$ cat src/rtl/pipeline_hazard_controller.sv
// pipeline_hazard_controller: stall/flush sequencer with saturating mispredict and stall-cycle counters
module pipeline_hazard_controller #(
  parameter int FLUSH_CYCLES = 2,
  parameter int COUNTER_WIDTH = 16,
  parameter logic HIGH = 1'b1,
  parameter logic LOW = 1'b0
) (
  input  logic CLK,
  input  logic RST,
  input  logic PC_MISPREDICT_SELECT,
  input  logic INSTRUCTION_CACHE_READY,
  input  logic DATA_ACCESS,
  input  logic DATA_CACHE_READY,
  input  logic LOAD_USE_HAZARD,
  output logic STALL_PROGRAME_COUNTER_STAGE,
  output logic STALL_INSTRUCTION_FETCH,
  output logic STALL_DECODING,
  output logic STALL_EXECUTION,
  output logic CLEAR_INSTRUCTION_FETCH,
  output logic CLEAR_DECODING,
  output logic CLEAR_EXECUTION,
  output logic [COUNTER_WIDTH-1:0] MISPREDICT_COUNT,
  output logic [COUNTER_WIDTH-1:0] STALL_COUNT
);
  typedef enum logic [1:0] {RUN, FLUSH, IWAIT, DWAIT} state_t;
  state_t state, state_n;
  logic [3:0] flush_cnt, flush_cnt_n;
  logic d, m, i, l;
  assign d = DATA_ACCESS & ~DATA_CACHE_READY;
  assign m = PC_MISPREDICT_SELECT;
  assign i = ~INSTRUCTION_CACHE_READY;
  assign l = LOAD_USE_HAZARD;
  always_comb begin
    STALL_PROGRAME_COUNTER_STAGE = LOW;
    STALL_INSTRUCTION_FETCH = LOW;
    STALL_DECODING = LOW;
    STALL_EXECUTION = LOW;
    CLEAR_INSTRUCTION_FETCH = LOW;
    CLEAR_DECODING = LOW;
    CLEAR_EXECUTION = LOW;
    state_n = state;
    flush_cnt_n = flush_cnt;
    if (RST) begin
      CLEAR_INSTRUCTION_FETCH = HIGH;
      CLEAR_DECODING = HIGH;
      CLEAR_EXECUTION = HIGH;
    end else if (d) begin
      STALL_PROGRAME_COUNTER_STAGE = HIGH;
      STALL_INSTRUCTION_FETCH = HIGH;
      STALL_DECODING = HIGH;
      STALL_EXECUTION = HIGH;
      state_n = (state == FLUSH) ? FLUSH : DWAIT;
    end else if (m) begin
      CLEAR_INSTRUCTION_FETCH = HIGH;
      CLEAR_DECODING = HIGH;
      state_n = (FLUSH_CYCLES == 1) ? RUN : FLUSH;
      flush_cnt_n = 4'(FLUSH_CYCLES - 1);
    end else if (state == FLUSH) begin
      CLEAR_INSTRUCTION_FETCH = HIGH;
      CLEAR_DECODING = HIGH;
      flush_cnt_n = flush_cnt - 4'd1;
      state_n = (flush_cnt <= 4'd1) ? RUN : FLUSH;
    end else if (i) begin
      STALL_PROGRAME_COUNTER_STAGE = HIGH;
      STALL_INSTRUCTION_FETCH = HIGH;
      CLEAR_DECODING = HIGH;
      state_n = (state == DWAIT) ? RUN : IWAIT;
    end else if (l && state != IWAIT) begin
      STALL_PROGRAME_COUNTER_STAGE = HIGH;
      STALL_INSTRUCTION_FETCH = HIGH;
      STALL_DECODING = HIGH;
      CLEAR_EXECUTION = HIGH;
      state_n = RUN;
    end else begin
      state_n = RUN;
    end
  end
  always_ff @(posedge CLK or posedge RST) begin
    if (RST) begin
      state <= RUN;
      flush_cnt <= '0;
      MISPREDICT_COUNT <= '0;
      STALL_COUNT <= '0;
    end else begin
      state <= state_n;
      flush_cnt <= flush_cnt_n;
      MISPREDICT_COUNT <= MISPREDICT_COUNT + COUNTER_WIDTH'(m && !d && !(&MISPREDICT_COUNT));
      STALL_COUNT <= STALL_COUNT + COUNTER_WIDTH'(STALL_PROGRAME_COUNTER_STAGE && !(&STALL_COUNT));
    end
  end
endmodule

$ cat config.mk
export PLATFORM = sky130hd
export DESIGN_NAME = pipeline_hazard_controller
export DESIGN_NICKNAME = d
export VERILOG_FILES = /design/src/rtl/pipeline_hazard_controller.sv
export SDC_FILE = /design/constraint.sdc
export NUM_CORES = 1
export LEC_CHECK = 0
export CORE_MARGIN = 8
export CORE_UTILIZATION = 40
export CTS_BUF_LIST = sky130_fd_sc_hd__clkbuf_16
export DETAILED_ROUTE_END_ITERATION = 8
export GPL_TIMING_DRIVEN = 0
export PLACE_DENSITY = 0.78
export SETUP_SLACK_MARGIN = 0.3
export SLEW_MARGIN = 20
export SYNTH_ARGS = -nofsm -noshare
export SYNTH_HDL_FRONTEND = slang
export SYNTH_SLANG_ARGS = --single-unit
$ cat constraint.sdc
create_clock -name CLK -period 5.1 [get_ports CLK]
set_clock_uncertainty 0.15 [all_clocks]
set_input_delay 1.53 -clock CLK [delete_from_list [all_inputs] [get_ports CLK]]
set_output_delay 1.53 -clock CLK [all_outputs]
set_load 0.01 [all_outputs]
==> flow_metrics.tcl <==
set metrics [dict create \
    status "completed" \
    worstSetupEndpointType "output pin" \
    cp_slowest_stage_delay_ns 0.55 \
    dieArea_mm2 0.00707 \
    hp-class "reg2reg" \
    pwr_density_cell_mw_per_mm2 440 \
    htreeDepth 2 \
    clk_path_buf_depth 2 \
    ys_top_cells_by_area "dfrtp_1 (51%), xnor2_1 (9.4%), ha_1 (4.0%), xor2_1 (3.8%), nand3_1 (3.2%)" \
    hold_ws_ns 0.349 \
    design_area_mm2 0.00262 \
    synth_top_family_by_area "simple AND/OR/NAND/NOR gates" \
    placed_cell_area_mm2 0.00238 \
    synth_edf_count 0 \
    p_total_mw 1.16 \
    place.gp.congestion 0.790 \
    synth_fa_ha_area_frac 0.0405 \
    cp_common_cell "clkdlybuf4s50_1" \
    netlist.area_leader.share 0.513 \
    reg2reg_to "STALL_COUNT[6]" \
    yosys-top-cells-count "dfrtp_1 (38), xnor2_1 (20), nand2_1 (15), nand3_1 (12), nor2_1 (11)" \
    nets 239 \
    port_buffers 44 \
    crit_required_ns 3.42 \
    ys_ff_latch 38 \
    initial_utilization 0.420 \
    hold_end "STALL_COUNT[13]" \
    wl_per_cell_um 15.3 \
    grt_setup_unrepaired "true" \
    place_hpwl_mm 3.04 \
    irDropWorstVdd_v 0.000294 \
    cts_tree "built" \
    cts_sinks 38 \
    grt.total_usage 0.125 \
    multi_input_area_um2 898 \
    grt_pass1_vias 1531 \
    path_cells "clkdlybuf4s50_1 > buf_2 > nor3_4 > o21a_1 > clkdlybuf4s50_1" \
    holdCritStartpoint "STALL_COUNT[13]" \
    die_x_um 84.1 \
    drv_slew 0 \
    fill_cells 367 \
    r2r_cells 9 \
    syn_nets 187 \
    core_mm2 0.00441 \
    grt_antenna_before_repair 0 \
    drive_gt1_frac 0.128 \
    syn_area_mm2 0.00185 \
    worstSetupPathType "in2out" \
    crit_buf_inv 3 \
    die_h_um 84.1 \
    crit_path_top_delay_cell "clkdlybuf4s50_1" \
    finalHoldViolCount 0 \
    min_period_ns 4.73 \
    row_count 24 \
    synthSimpleGateAreaFrac 0.224 \
    vias_per_cell 5.23 \
    synth_area_leader_cell "dfrtp_1" \
    worstMarginPinSlew_ns 0.317 \
    muxShareOfSynthArea 0 \
    holdPathStages 1 \
    worst-path-max-fanout 10 \
    timing.fmax_mhz 211 \
    totalWireLength_mm 4.28 \
    final.setup.tns_ns 0 \
    ys.flop_type "dfrtp_1" \
    drv_cap 0 \
    yosys_warnings 0 \
    cp_data_arrival_time_ns 3.05 \
    cp_top_family "buffers and inverters" \
    power.leakage_nw 1.17 \
    drc_errors 0 \
    synth_async_sr_flop_share 1.00 \
    cp-start-kind "primary input" \
    overflow 0 \
    grt_max_degree 35 \
    vias 1459 \
    reg2reg_setup_slack_ns 2.79 \
    max_slew_margin 0.787 \
    setup_viol 0 \
    root_buffer "clkbuf_16" \
    diodes 0 \
    ff_latch_area_um2 951 \
    post-cts-setup-buffer-count 0 \
    r2r-start "STALL_COUNT[6]" \
    insertion_delay_ns 0.28 \
    syn_avg_cell_area_um2 10.7 \
    clk_pin_slew_ns 0.06 \
    synthToLayoutAreaGrowth_pct 41.5 \
    antenna_left 0 \
    synth_seq_area_share 0.513 \
    yosys.cell_types.count 39 \
    synth_cells 174 \
    first_pass_iters 4 \
    yosysMostFrequentCell "dfrtp_1" \
    numCtsBuffers 5 \
    ios 46 \
    period_share 0.928 \
    synth-compound-area-share 0.0655 \
    grt_pass1_wl_mm 7.43 \
    drt_iter0_drc 75 \
    synth_xor_area_frac 0.132 \
]
-- sequential cells by signal, indices dropped and copies added (netlist names) --
name	count
MISPREDICT_COUNT	16
STALL_COUNT	16
flush_cnt	4
state	2
-- timing repair --
item / in CTS / in global routing
hold buffers: 0 / 0
setup endpoints to repair: 3 / 4
endpoints found under the hold margin: 0 / 0
resized for setup: 6 / 9
cloned: 0 / 0
-- cell type report --
type | instances | area share
inverters | 5 | 0.00715
repair buffers | 45 | 0.178
clock inverters | 3 | 0.0262
well taps | 52 | 0.0248
clock buffers | 5 | 0.0477
flip-flops and latches | 38 | 0.362
plain buffers | 4 | 0.0110
multi-input cells | 127 | 0.342
-- kinds of logic (layout without fill, tap and decap cells) --
kind of cell	Yosys count	count (layout)
xor+xnor	28	28
flops	38	38
fa+ha+maj	6	6
simple gates	74	74
compound gates	19	19
buf+inv	9	62
-- per-stage QoR --
stage | utilization | instances | worst slack [ns]
floorplan | - | 174 | 0.399
global placement | 0.535 | 270 | -0.500
detailed placement | 0.539 | 271 | 0.203
CTS | 0.588 | 279 | 0.292
global route | 0.594 | 279 | 0.299
finish | 0.594 | 279 | 0.367
-- report_power, final --
part	switching [mW]	total (mW)	internal (mW)
clock network	0.120	0.401	0.281
logic	0.134	0.299	0.165
registers	0.0884	0.456	0.368
-- worst max-delay path by stage --
stage                     cells after the start            startpoint                           end  slack (ns)
after floorplan                               4                   RST  STALL_PROGRAME_COUNTER_STAGE        0.40
after global placement                        5                   RST  STALL_PROGRAME_COUNTER_STAGE       -0.50
after detailed placement                      5  PC_MISPREDICT_SELECT                STALL_DECODING        0.20
after CTS                                     4           DATA_ACCESS                STALL_DECODING        0.29
after global routing                          5  PC_MISPREDICT_SELECT                STALL_DECODING        0.30
final                                         5  PC_MISPREDICT_SELECT                STALL_DECODING        0.37
-- cell usage in the layout, fill, tap and decap left out, types with 3 or more instances in the layout --
cell / instances
dfrtp_1: 38
nand2_1: 15
dlymetal6s2s_1: 3
nand3_1: 12
nor3_1: 3
nor2_1: 10
inv_1: 4
clkbuf_16: 5
clkdlybuf4s50_1: 41
ha_1: 6
xnor2_1: 20
nand4_1: 7
a21oi_1: 3
o21ai_0: 5
nor2b_1: 3
xor2_1: 8
nor4_1: 4
-- routing by layer --
| layer | global-route usage | vias to the layer above | wire, um |
|---|---|---|---|
| met1 | 0.147 | 716 | 1910 |
| li1 | - | 703 | - |
| met5 | 0 | - | 0 |
| met4 | 0.0440 | 0 | 77 |
| met2 | 0.205 | 32 | 2060 |
| met3 | 0.0449 | 8 | 228 |
(Power assumes the default switching activity.)
